--- config.mk ---
export PLATFORM = sky130hd
export DESIGN_NAME = keypad_scanner
export DESIGN_NICKNAME = d
export VERILOG_FILES = /design/src/rtl/keypad_pkg.sv /design/src/rtl/sync_2ff.sv /design/src/rtl/keypad_scanner.sv
export SDC_FILE = /design/constraint.sdc
export NUM_CORES = 1
export LEC_CHECK = 0
export ABC_CLOCK_PERIOD_IN_PS = 2700
export BUFFER_PORTS_ARGS = -buffer_cell sky130_fd_sc_hd__buf_4
export CAP_MARGIN = 20
export CORE_ASPECT_RATIO = 1.1
export CORE_UTILIZATION = 30
export CTS_CLUSTER_SIZE = 12
export DETAILED_ROUTE_END_ITERATION = 10
export GPL_TIMING_DRIVEN = 0
export HOLD_SLACK_MARGIN = 0.03
export PLACE_DENSITY = 0.46
export SETUP_SLACK_MARGIN = 0.4
export SYNTH_ARGS = -nofsm -noshare
export SYNTH_HDL_FRONTEND = slang
export SYNTH_SLANG_ARGS = --single-unit
--- constraint.sdc ---
create_clock -name clk -period 2.7 [get_ports clk]
set_input_delay 0.27 -clock clk [delete_from_list [all_inputs] [get_ports clk]]
set_output_delay 0.27 -clock clk [all_outputs]
set_load 0.02 [all_outputs]
--- src/rtl/keypad_pkg.sv ---
// keypad_pkg: key codes, matrix geometry, scan-result type and layout lookup
// shared by the keypad scanner and the lock FSM.
package keypad_pkg;

  localparam logic [3:0] KEY_STAR = 4'hA;
  localparam logic [3:0] KEY_HASH = 4'hB;

  localparam int N_ROWS = 4;
  localparam int N_COLS = 3;

  // Outcome of one complete four-row scan
  typedef enum logic [1:0] {
    NONE   = 2'd0,
    SINGLE = 2'd1,
    MULTI  = 2'd2
  } scan_res_e;

  // Telephone layout: rows 0..2 carry digits 1..9, row 3 carries * 0 #
  function automatic logic [3:0] encode_key(input logic [1:0] row, input logic [1:0] col);
    logic [3:0] code;
    code = 4'h0;
    if (row == 2'd3) begin
      case (col)
        2'd0:    code = KEY_STAR;
        2'd1:    code = 4'h0;
        default: code = KEY_HASH;
      endcase
    end else begin
      code = {2'b00, row} * 4'd3 + {2'b00, col} + 4'd1;
    end
    return code;
  endfunction

endpackage

--- src/rtl/sync_2ff.sv ---
// sync_2ff: two-flop synchroniser for asynchronous level inputs.
module sync_2ff #(
  parameter int               WIDTH   = 1,
  parameter logic [WIDTH-1:0] RST_VAL = '0
) (
  input  logic             clk,
  input  logic             rst,
  input  logic [WIDTH-1:0] d_i,
  output logic [WIDTH-1:0] q_o
);

  logic [WIDTH-1:0] meta_q;
  logic [WIDTH-1:0] sync_q;

  // Two back-to-back flops; only sync_q may be consumed downstream
  always_ff @(posedge clk or posedge rst) begin
    if (rst) begin
      meta_q <= RST_VAL;
      sync_q <= RST_VAL;
    end else begin
      meta_q <= d_i;
      sync_q <= meta_q;
    end
  end

  assign q_o = sync_q;

endmodule

--- src/rtl/keypad_scanner.sv ---
// keypad_scanner: drives the 4x3 keypad rows, synchronises the columns,
// filters whole-scan results and reports a debounced key / multi-key press.
module keypad_scanner
  import keypad_pkg::*;
#(
  parameter int ROW_DWELL    = 125_000,
  parameter int DEBOUNCE_CNT = 20
) (
  input  logic       clk,
  input  logic       rst,
  output logic [3:0] row_n,
  input  logic [2:0] col_n,
  output logic       key_valid,
  output logic [3:0] key_code,
  output logic       multi_key
);

  localparam int DW_W  = $clog2(ROW_DWELL);
  localparam int CNT_W = $clog2(DEBOUNCE_CNT + 1);
  localparam logic [DW_W-1:0]  DWELL_LAST = DW_W'(ROW_DWELL - 1);
  localparam logic [CNT_W-1:0] CNT_MAX    = CNT_W'(DEBOUNCE_CNT);
  localparam logic [1:0]       LAST_ROW   = 2'(N_ROWS - 1);

  typedef enum logic [1:0] {RELEASED, PRESSED, BLOCKED} db_state_e;

  logic [2:0]       col_sync;

  logic [DW_W-1:0]  dwell_q, dwell_d;
  logic [1:0]       row_q, row_d;
  logic [3:0]       row_n_q, row_n_d;
  logic [1:0]       hits_q, hits_d;
  logic [3:0]       acc_code_q, acc_code_d;

  logic [2:0]       row_low;
  logic [1:0]       row_hits;
  logic [3:0]       row_code;
  logic [1:0]       sum_hits;
  logic [3:0]       sum_code;
  logic             res_vld;
  scan_res_e        res_type;
  logic [3:0]       res_code;

  scan_res_e        cand_type_q, cand_type_d;
  logic [3:0]       cand_code_q, cand_code_d;
  logic [CNT_W-1:0] stable_cnt_q, stable_cnt_d;
  logic             commit_q, commit_d;
  scan_res_e        commit_type_q;
  logic [3:0]       commit_code_q;

  db_state_e        state_q;
  logic             key_valid_q;
  logic [3:0]       key_code_q;
  logic             multi_key_q;

  sync_2ff #(
    .WIDTH   (N_COLS),
    .RST_VAL ('1)
  ) u_col_sync (
    .clk (clk),
    .rst (rst),
    .d_i (col_n),
    .q_o (col_sync)
  );

  // Row dwell timing plus per-scan accumulation of pressed intersections
  always_comb begin
    dwell_d    = dwell_q + DW_W'(1);
    row_d      = row_q;
    row_n_d    = row_n_q;
    hits_d     = hits_q;
    acc_code_d = acc_code_q;
    res_vld    = 1'b0;
    res_type   = NONE;
    res_code   = 4'h0;
    row_low    = ~col_sync;
    row_hits   = 2'd0;
    row_code   = 4'h0;
    for (int c = 0; c < N_COLS; c++) begin
      if (row_low[c]) begin
        row_hits = (row_hits == 2'd0) ? 2'd1 : 2'd2;
        row_code = encode_key(row_q, 2'(c));
      end
    end
    if (hits_q == 2'd0) begin
      sum_hits = row_hits;
    end else if (row_hits == 2'd0) begin
      sum_hits = hits_q;
    end else begin
      sum_hits = 2'd2;
    end
    sum_code = (row_hits != 2'd0) ? row_code : acc_code_q;
    if (dwell_q == DWELL_LAST) begin
      dwell_d = '0;
      row_d   = row_q + 2'd1;
      row_n_d = ~(4'b0001 << row_d);
      if (row_q == LAST_ROW) begin
        res_vld    = 1'b1;
        hits_d     = 2'd0;
        acc_code_d = 4'h0;
        if (sum_hits == 2'd0) begin
          res_type = NONE;
        end else if (sum_hits == 2'd1) begin
          res_type = SINGLE;
          res_code = sum_code;
        end else begin
          res_type = MULTI;
        end
      end else begin
        hits_d     = sum_hits;
        acc_code_d = sum_code;
      end
    end
  end

  // Scan counters and row drive
  always_ff @(posedge clk or posedge rst) begin
    if (rst) begin
      dwell_q    <= '0;
      row_q      <= 2'd0;
      row_n_q    <= 4'b1110;
      hits_q     <= 2'd0;
      acc_code_q <= 4'h0;
    end else begin
      dwell_q    <= dwell_d;
      row_q      <= row_d;
      row_n_q    <= row_n_d;
      hits_q     <= hits_d;
      acc_code_q <= acc_code_d;
    end
  end

  // Candidate filter: commit once when a result repeats DEBOUNCE_CNT scans in a row
  always_comb begin
    cand_type_d  = cand_type_q;
    cand_code_d  = cand_code_q;
    stable_cnt_d = stable_cnt_q;
    commit_d     = 1'b0;
    if (res_vld) begin
      if (res_type == cand_type_q && res_code == cand_code_q) begin
        if (stable_cnt_q != CNT_MAX) begin
          stable_cnt_d = stable_cnt_q + CNT_W'(1);
          commit_d     = (stable_cnt_d == CNT_MAX);
        end
      end else begin
        cand_type_d  = res_type;
        cand_code_d  = res_code;
        stable_cnt_d = CNT_W'(1);
        commit_d     = (CNT_MAX == CNT_W'(1));
      end
    end
  end

  // Candidate state and the one-cycle commit strobe towards the FSM
  always_ff @(posedge clk or posedge rst) begin
    if (rst) begin
      cand_type_q   <= NONE;
      cand_code_q   <= 4'h0;
      stable_cnt_q  <= '0;
      commit_q      <= 1'b0;
      commit_type_q <= NONE;
      commit_code_q <= 4'h0;
    end else begin
      cand_type_q   <= cand_type_d;
      cand_code_q   <= cand_code_d;
      stable_cnt_q  <= stable_cnt_d;
      commit_q      <= commit_d;
      commit_type_q <= res_type;
      commit_code_q <= res_code;
    end
  end

  // Debounce FSM acting only on committed results; outputs registered here
  always_ff @(posedge clk or posedge rst) begin
    if (rst) begin
      state_q     <= RELEASED;
      key_valid_q <= 1'b0;
      key_code_q  <= 4'h0;
      multi_key_q <= 1'b0;
    end else if (commit_q) begin
      case (state_q)
        RELEASED: begin
          if (commit_type_q == SINGLE) begin
            key_code_q  <= commit_code_q;
            key_valid_q <= 1'b1;
            state_q     <= PRESSED;
          end else if (commit_type_q == MULTI) begin
            multi_key_q <= 1'b1;
            state_q     <= BLOCKED;
          end
        end
        PRESSED: begin
          if (commit_type_q == NONE) begin
            key_valid_q <= 1'b0;
            state_q     <= RELEASED;
          end else if (commit_type_q == MULTI) begin
            key_valid_q <= 1'b0;
            multi_key_q <= 1'b1;
            state_q     <= BLOCKED;
          end else if (commit_code_q != key_code_q) begin
            // Rollover to another key: drop it and wait for a full release
            key_valid_q <= 1'b0;
            state_q     <= BLOCKED;
          end
        end
        BLOCKED: begin
          if (commit_type_q == NONE) begin
            key_valid_q <= 1'b0;
            multi_key_q <= 1'b0;
            state_q     <= RELEASED;
          end
        end
        default: state_q <= RELEASED;
      endcase
    end
  end

  assign row_n     = row_n_q;
  assign key_valid = key_valid_q;
  assign key_code  = key_code_q;
  assign multi_key = multi_key_q;

endmodule

==> reports/metrics.cfg, run 1 <==
[power_and_ir_drop]
power.total_mw=2.09
powerDensity_nw_per_um2=498
leakage_nw=1.91
ir_drop_mv=0.268

[route]
drt_iter0_drc=81
ant_nets=0
route.detailed.wl_per_inst_um=13.2
wirelength_um=6660
post-route-drc-count=0
vias_per_cell=4.66
dr.pass1.iters=4
routed-via-count=2359

[place]
dp.cells=468
pre_cts_slack_ps=-467
hpwlAfterDp_um=4650
io_buffer_count=14
globalplace.congestion=0.777

[timing]
fmax_ghz=0.375
tns_ps=0
fin_skew_ps=9.13
finalHoldViolations=0
maxSlewViolCount=0
worst_pin_slew_ps=591
setup_viol_count_final=0
rsz0062_at_grt=yes
fin_crit_sh=0.987
slew_headroom=0.596
period_needed_ps=2670
setup_ws_ps=34.4

[yosys]
ys_warn_count=0
syn_avg_cell_area_um2=10.4
synth_edf_count=0
ys.flop_type=dfrtp_1
synth-seq-cells=61
yosysUniqueCellTypes=58
syn_area_um2=3230
synth_top_area_share=0.403
synthTopCellsByArea=dfrtp_1, ha_1, dfstp_2
syn_inst=310
ys_seq_area_frac=0.476
syn-num-nets=334
yosys.area.top_type=dfrtp_1
synthArstFlopShare=1.00

[global_routing]
antenna_found_initial=0
gr-usage-met3=0.0378
grt_pass1_wl_um=11700
met2_usage=0.212
overflow=0
grt_pass1_vias=2394
top_usage_layer=met2
track_usage=0.135
grt_util_met1=0.175
grt_max_degree=41

[critical_path]
cp-start-kind=flip-flop
slowest_delay_ps=540
critPathKind=reg -> reg
worst_path_most_repeated_cell=buf_6
required_ps=2910
rrSetupSlack_ps=30
cp_cell_sequence=inv_2 > ha_4 > buf_8 > nor3b_4 > buf_6 > buf_6 > a21oi_4 > a22oi_2 > or2_4 > a221oi_4 > buf_6 > a31oi_4 > mux2_4
end_kind=flip-flop
crit_path_max_fanout=6
critical_path_buf_inv_count=5
path_delay_family=compound AO/OA/AOI/OAI gates
arrival_ps=2880
slowest_stage=dfstp_2
worstReg2RegStart=u_col_sync.q_o[1]
crit_start=u_col_sync.q_o[1]

[finish]
post-route-util=0.401
layout-drive-gt1-share=0.287
instances_no_fill=506
final_common_cell=dfrtp_1
antenna-diode-count=0
nNetsFinal=382
mostFrequentLayoutCells=dfrtp_1, buf_4, inv_1, nand2_1, nor2_1
syn_to_final_growth_pct=29.7

[job]
maxCapViolations=0

[floorplan]
num_rows=39
die_y_um=111
die_w_um=101
dieArea_um2=11200
initial_core_util=0.309
ios=15
core_region_area_um2=10400

[clocking]
clk_pin_slew_worst_paths_ps=50
tritoncts=yes
clkSinkCount=61
cts-htree-levels=3
cts_root_buf=clkbuf_16
clk_latency_ps=330
numCtsBuffers=9
clockBufferDepth=2

[hold_path]
hold_class=in -> reg
min_from=col_n[0]

[status]
outcome=complete, no violations

-- cell type report --
class / instances / area, um2
well taps: 143 / 179
repair buffers: 37 / 315
plain buffers: 5 / 33.8
clock inverters: 2 / 10.0
flip-flops and latches: 61 / 1540
inverters: 29 / 109
clock buffers: 14 / 264
fillers: 1070 / 6250
multi-input cells: 215 / 1740
-- kinds of logic (layout without fill, tap and decap cells) --
group / Yosys count / in the layout / synth area share
fa+ha+maj: 19 / 19 / 0.0736
compound gates: 53 / 53 / 0.124
xor+xnor: 26 / 26 / 0.0728
buf+inv: 34 / 87 / 0.0399
flops: 61 / 61 / 0.476
mux: 8 / 8 / 0.0283
simple gates: 109 / 109 / 0.186
-- worst reg2reg max path, stage by stage (launching register included) --
cell and delay [ps]:
dfstp_2 540, inv_2 40, ha_4 250, buf_8 110, nor3b_4 40, buf_6 130
buf_6 120, a21oi_4 110, a22oi_2 90, or2_4 280, a221oi_4 270, buf_6 160
a31oi_4 100, mux2_4 310
-- sequential cells by signal (all words and copies together) (netlist names) --
signal             count
cand_code_q            4
state_q                2
acc_code_q             4
u_col_sync.meta_q      3
commit_code_q          4
cand_type_q            2
hits_q                 2
multi_key              1
row_q                  2
key_valid              1
key_code               4
commit_q               1
stable_cnt_q           5
dwell_q               17
row_n                  4
u_col_sync.q_o         3
commit_type_q          2
-- final timing paths --
kind | end | cells after the start
worst max-delay path | cand_type_q[0] | 13
worst min-delay path | u_col_sync.meta_q[0] | 1
worst max register to register | cand_type_q[0] | 13
worst min register to register | u_col_sync.q_o[2] | 0
max in group asynchronous | row_n[1] | 4
min in group asynchronous | dwell_q[9] | 3
-- where the power goes --
group          switching, mW  internal [mW]  total (mW)  leakage (nW)
clock network          0.388          0.668        1.06         0.137
registers            0.00196          0.924       0.926         0.806
logic                 0.0570         0.0468       0.104         0.966
total                  0.447           1.64        2.09          1.91
-- stage by stage --
stage          hold slack [ps]  instance area, um2
4_1_cts                   40.2                4100
6_report                  51.1                4190
3_5_place_dp               344                3590
5_1_grt                   33.4                4190
2_1_floorplan              274                3280
3_3_place_gp               345                3570
-- timing repair --
action,4_1_cts,5_1_grt
endpoints found under the setup margin,32,29
setup buffers,18,3
endpoints found under the hold margin,16,0
hold buffers,1,0
pin swaps,15,15
gates cloned,0,0
gates resized for setup,19,16
-- Yosys cell counts, types with 7 or more instances --
library cell,number
nor3_1,7
a21oi_1,14
xnor2_1,11
ha_1,19
dfrtp_1,52
nor2_1,22
nand2_1,25
nand3_1,13
o21ai_0,9
inv_1,29
dfstp_2,9
xor2_1,14
-- layer usage --
layer	up-vias	routed length [um]
met2	23	3200
li1	1175	-
met1	1152	3210
met4	0	104
met5	-	0
met3	9	140
Note: power is estimated with default switching activity, not from simulation.
==> run 2: changes to the inputs <==
--- a/config.mk
+++ b/config.mk
@@ -9,12 +9,14 @@
 export BUFFER_PORTS_ARGS = -buffer_cell sky130_fd_sc_hd__buf_4
 export CAP_MARGIN = 20
 export CORE_ASPECT_RATIO = 1.1
+export CORE_MARGIN = 2
 export CORE_UTILIZATION = 30
 export CTS_CLUSTER_SIZE = 12
 export DETAILED_ROUTE_END_ITERATION = 10
 export GPL_TIMING_DRIVEN = 0
 export HOLD_SLACK_MARGIN = 0.03
 export PLACE_DENSITY = 0.46
+export RECOVER_POWER = 100
 export SETUP_SLACK_MARGIN = 0.4
 export SYNTH_ARGS = -nofsm -noshare
 export SYNTH_HDL_FRONTEND = slang
==> reports/metrics.cfg, run 2 (synthesis results as in run 1) <==
[critical_path]
crit_path_max_fanout=7  ; +1
arrival_ps=2860  ; -20 ps
required_ps=2910  ; about the same
end_kind=flip-flop
cp_cell_sequence=inv_2 > ha_4 > buf_8 > xor2_1 > a21o_1 > nand4_4 > or2_4 > a221oi_4 > buf_4 > a31oi_4 > mux2_4
slowest_stage=dfstp_2
cp-start-kind=flip-flop
critical_path_buf_inv_count=3  ; -2
critPathKind=reg -> reg
slowest_delay_ps=540  ; about the same
path_delay_family=flip-flops

[floorplan]
die_w_um=103  ; +2.0%
dieArea_um2=11600  ; +3.8%
die_y_um=113  ; +1.8%
core_region_area_um2=10400  ; unchanged
initial_core_util=0.309  ; unchanged
ios=15  ; unchanged
num_rows=39  ; unchanged

[place]
dp.cells=468  ; unchanged
globalplace.congestion=0.800  ; +3.0%
io_buffer_count=14  ; unchanged
hpwlAfterDp_um=4690  ; +0.84%

[finish]
mostFrequentLayoutCells=dfrtp_1, inv_1, nand2_1, nor2_1, ha_1
syn_to_final_growth_pct=27.7
instances_no_fill=504  ; -0.40%
nNetsFinal=380  ; -0.52%
final_common_cell=dfrtp_1
fill_cells=1062  ; -0.75%
antenna-diode-count=0  ; unchanged
layout-drive-gt1-share=0.244  ; -0.0427
top_regs=dwell_q: 17 flops, stable_cnt_q: 5 flops
largest_register=dwell_q
largest_register_ffs=17  ; unchanged

[route]
wirelength_um=6600  ; -0.89%
dr.pass1.iters=4  ; unchanged
routed-via-count=2366  ; +0.30%
ant_nets=0  ; unchanged
drt_iter0_drc=73  ; -9.9%
vias_per_cell=4.69  ; +0.69%
post-route-drc-count=0  ; unchanged
route.detailed.wl_per_inst_um=13.1  ; -0.49%

[power_and_ir_drop]
ir_drop_mv=0.453  ; +69%
power.total_mw=2.21  ; +5.9%
powerDensity_nw_per_um2=535  ; +7.6%
leakage_nw=1.85  ; -3.1%

[clocking]
clkSinkCount=61  ; unchanged
cts_root_buf=clkbuf_16
clk_latency_ps=330  ; about the same
cts-htree-levels=3  ; unchanged
tritoncts=yes
numCtsBuffers=9  ; unchanged
clockBufferDepth=2  ; unchanged
clk_pin_slew_worst_paths_ps=50  ; about the same

[timing]
tns_ps=0  ; unchanged
worst_pin_slew_ps=1130  ; +541 ps
setup_viol_count_final=0  ; unchanged
fmax_ghz=0.377  ; +0.62%
rsz0062_at_grt=yes
whs_ps=53.3  ; +2.15 ps
fin_crit_sh=0.981  ; -0.00612
period_needed_ps=2650  ; -16.5 ps
maxSlewViolCount=0  ; unchanged
slew_headroom=0.245  ; -0.351
finalHoldViolations=0  ; unchanged
fin_skew_ps=11.0  ; +1.85 ps

[global_routing]
grt_pass1_wl_um=11200  ; -3.8%
antenna_found_initial=0  ; unchanged
grt_pass1_vias=2384  ; -0.42%
grt_max_degree=33  ; -20%
track_usage=0.124  ; -0.0110
overflow=0  ; unchanged

[status]
outcome=complete, no violations

[hold_path]
hold_class=in -> reg

[job]
maxCapViolations=0  ; unchanged

==> run 2: changes by cell type in the layout (fill, tap and decap cells not counted), moves of 2 or more <==
cell      previous run  this run
clkbuf_1             4        12
clkbuf_4             0         4
buf_4               29        14
buf_6                6         4
==> run 2: worst register-to-register path, delay by kind of cell, from the launching register on <==
kind	cells	cell delay, ps
compound gates	3	540
xor+xnor	1	140
fa+ha+maj	1	260
buf+inv	3	310
flops	1	540
mux	1	310
simple gates	2	420
==> run 2: final timing paths <==
| check | from | end | slack (ps) | cells after the start |
|---|---|---|---|---|
| worst max-delay path | u_col_sync.q_o[1] | cand_type_q[0] | 50 | 11 |
| worst min-delay path | col_n[2] | u_col_sync.meta_q[2] | 50 | 1 |
| worst max register to register | u_col_sync.q_o[1] | cand_type_q[0] | 50 | 11 |
| worst min register to register | u_col_sync.meta_q[2] | u_col_sync.q_o[2] | 350 | 0 |
| max in group asynchronous | rst | dwell_q[15] | 1070 | 3 |
| min in group asynchronous | rst | state_q[0] | 250 | 2 |
==> run 2: final cells by class <==
type                            count  area, um2  area share
Inverter                           29        109      0.0264
Buffer                              5       33.8     0.00819
Timing Repair Buffer               35        243      0.0588
Clock inverter                      3       42.5      0.0103
Clock buffer                       13        270      0.0655
Tap cell                          143        179      0.0434
Multi-Input combinational cell    215       1710       0.415
Sequential cell                    61       1540       0.373
==> run 2: what timing repair did <==
action	CTS	global route
hold endpoints to repair	0	2
resized for setup	12	15
setup endpoints to repair	32	28
hold buffers	0	2
cloned	0	0
setup buffers	14	4
pin swaps	12	12
==> run 2: where the power goes <==
group,switching [mW],leakage (nW),internal [mW]
registers,0.00180,0.806,0.924
logic,0.0525,0.892,0.0389
clock network,0.404,0.152,0.788
==> run 2: per-layer routing <==
metal | track usage | vias up | wire length [um]
met5 | 0 | - | 0
met3 | 0.0352 | 8 | 178
met1 | 0.160 | 1171 | 3130
met2 | 0.198 | 22 | 3220
li1 | - | 1165 | -
met4 | 0.0421 | 0 | 68
==> run 2: stage by stage <==
step | util | worst slack, ps | area, um2
floorplan | - | 14.2 | 3280
global placement | 0.342 | -497 | 3570
detailed placement | 0.344 | -511 | 3590
CTS | 0.390 | 3.45 | 4070
global route | 0.395 | -68.5 | 4130
finish | 0.395 | 50.9 | 4130
==> run 3: changes to the inputs <==
--- a/config.mk
+++ b/config.mk
@@ -6,11 +6,12 @@
 export NUM_CORES = 1
 export LEC_CHECK = 0
 export ABC_CLOCK_PERIOD_IN_PS = 2700
-export BUFFER_PORTS_ARGS = -buffer_cell sky130_fd_sc_hd__buf_4
+export BUFFER_PORTS_ARGS = -buffer_cell sky130_fd_sc_hd__buf_2
 export CAP_MARGIN = 20
 export CORE_ASPECT_RATIO = 1.1
 export CORE_MARGIN = 2
 export CORE_UTILIZATION = 30
+export CTS_BUF_LIST = sky130_fd_sc_hd__clkbuf_8
 export CTS_CLUSTER_SIZE = 12
 export DETAILED_ROUTE_END_ITERATION = 10
 export GPL_TIMING_DRIVEN = 0
==> reports/metrics.cfg, run 3 (synthesis results as in run 1) <==
[status]
outcome=complete, no violations

[power_and_ir_drop]
power.total_mw=1.81  ; -18%
ir_drop_mv=0.169  ; -63%
powerDensity_nw_per_um2=447  ; -17%
leakage_nw=1.85  ; +0.25%

[clocking]
tritoncts=yes
cts_root_buf=clkbuf_8
clk_latency_ps=350  ; +20 ps
clkSinkCount=61  ; unchanged
clk_pin_slew_worst_paths_ps=70  ; +20 ps
cts-htree-levels=3  ; unchanged
numCtsBuffers=9  ; unchanged
clockBufferDepth=2  ; unchanged

[timing]
slew_headroom=0.203  ; -0.0417
setup_viol_count_final=0  ; unchanged
fmax_ghz=0.376  ; -0.43%
fin_skew_ps=16.9  ; +5.92 ps
finalHoldViolations=0  ; unchanged
worst_pin_slew_ps=1190  ; +62.5 ps
period_needed_ps=2660  ; +11.4 ps
setup_ws_ps=39.5  ; -11.4 ps
whs_ps=240  ; +187 ps
maxSlewViolCount=0  ; unchanged
rsz0062_at_grt=yes
fin_crit_sh=0.985  ; +0.00423

[hold_path]
hold_class=in -> async

[finish]
nNetsFinal=387  ; +1.8%
mostFrequentLayoutCells=dfrtp_1, inv_1, nand2_1, nor2_1, buf_4
largest_register=dwell_q
syn_to_final_growth_pct=25.4
multi_input_area_um2=1720  ; +0.37%
largest_register_ffs=17  ; unchanged
layout-drive-gt1-share=0.258  ; +0.0144
seqCellArea_um2=1540  ; unchanged
final_common_cell=dfrtp_1
antenna-diode-count=0  ; unchanged
fill_cells=1085  ; +2.2%
top_regs=dwell_q: 17 flops, stable_cnt_q: 5 flops

[place]
globalplace.congestion=0.778  ; -2.7%
hpwlAfterDp_um=4590  ; -2.3%
io_buffer_count=14  ; unchanged
pre_cts_slack_ps=-539  ; -27.4 ps

[route]
routed-via-count=2365  ; -0.042%
wirelength_um=6770  ; +2.7%
ant_nets=0  ; unchanged
route.detailed.wl_per_inst_um=13.3  ; +1.2%
vias_per_cell=4.63  ; -1.4%
post-route-drc-count=0  ; unchanged
dr.pass1.iters=4  ; unchanged
drt_iter0_drc=85  ; +16%

[floorplan]
die_y_um=113  ; unchanged
num_rows=39  ; unchanged
dieArea_um2=11600  ; unchanged
ios=15  ; unchanged
die_w_um=103  ; unchanged
initial_core_util=0.309  ; unchanged
core_region_area_um2=10400  ; unchanged

[global_routing]
overflow=0  ; unchanged
antenna_found_initial=0  ; unchanged
grt_pass1_vias=2439  ; +2.3%
grt_max_degree=33  ; unchanged
track_usage=0.131  ; +0.00685
grt_pass1_wl_um=11900  ; +5.9%

[critical_path]
crit_path_max_fanout=6  ; -1
worstReg2RegStart=dwell_q[12]
required_ps=2930  ; +20 ps
slowest_delay_ps=570  ; +30 ps
cp_cell_sequence=or4b_4 > or4_4 > nor2_4 > o211ai_2 > o21ai_4 > a31oi_4 > mux2_4
arrival_ps=2890  ; +30 ps
critPathKind=reg -> reg
end_kind=flip-flop
slowest_stage=or4b_4
crit_start=dwell_q[12]
cp-start-kind=flip-flop

[job]
maxCapViolations=0  ; unchanged

[run 3: changes by cell type in the layout (fill, tap and decap cells not counted), moves of 2 or more]
cell,delta
buf_2,+5
buf_4,+6
clkbuf_16,-9
clkbuf_4,-4
clkbuf_8,+7
inv_1,+4
o2bb2ai_1,-2
o2bb2ai_2,+2
[run 3: worst max-delay path, delay by kind of cell, from the launching register on]
kind,cells,cell delay (ps)
AND/OR/NAND/NOR,3,1260
AO/OA/AOI/OAI,3,580
flip-flops,1,400
multiplexers,1,310
[run 3: final timing paths]
| check | to | slack, ps | depth (start not counted) |
|---|---|---|---|
| min | dwell_q[9] | 240 | 2 |
| min in group clk | u_col_sync.q_o[1] | 360 | 0 |
| max reg2reg | cand_type_q[0] | 40 | 7 |
| max in group asynchronous | key_code[3] | 1100 | 3 |
| max | cand_type_q[0] | 40 | 7 |
| min reg2reg | u_col_sync.q_o[1] | 360 | 0 |
[run 3: stage by stage]
stage	setup TNS (ps)	util	instances	cell area, um2
2_1_floorplan	0	-	310	3280
3_3_place_gp	-4080	0.338	467	3530
3_5_place_dp	-4190	0.340	468	3550
4_1_cts	-10.3	0.384	507	4010
5_1_grt	-422	0.388	511	4050
6_report	0	0.388	511	4050
[run 3: repair_timing]
action / CTS / global route
gates resized for setup: 18 / 14
hold buffers: 3 / 0
setup endpoints to repair: 32 / 29
setup buffers: 20 / 4
gates cloned: 0 / 0
endpoints found under the hold margin: 3 / 0
pin swaps: 16 / 6
[run 3: final cells by class]
cell class	instances	share of cell area
Buffer	5	0.00834
Clock buffer	10	0.0340
Clock inverter	6	0.0123
Inverter	29	0.0269
Multi-Input combinational cell	215	0.424
Sequential cell	61	0.379
Tap cell	143	0.0441
Timing Repair Buffer	42	0.0710
[run 3: routing by layer]
layer / track usage / wire length (um) / vias up
met2: 0.206 / 3200 / 29
met1: 0.170 / 3280 / 1140
met5: 0 / 0 / -
met3: 0.0296 / 162 / 11
met4: 0.0570 / 130 / 0
li1: - / - / 1185
[run 3: report_power, final]
group          switching [mW]  internal, mW
sequential            0.00224         0.922
clock                   0.358         0.437
combinational          0.0523        0.0389
total                   0.412          1.40
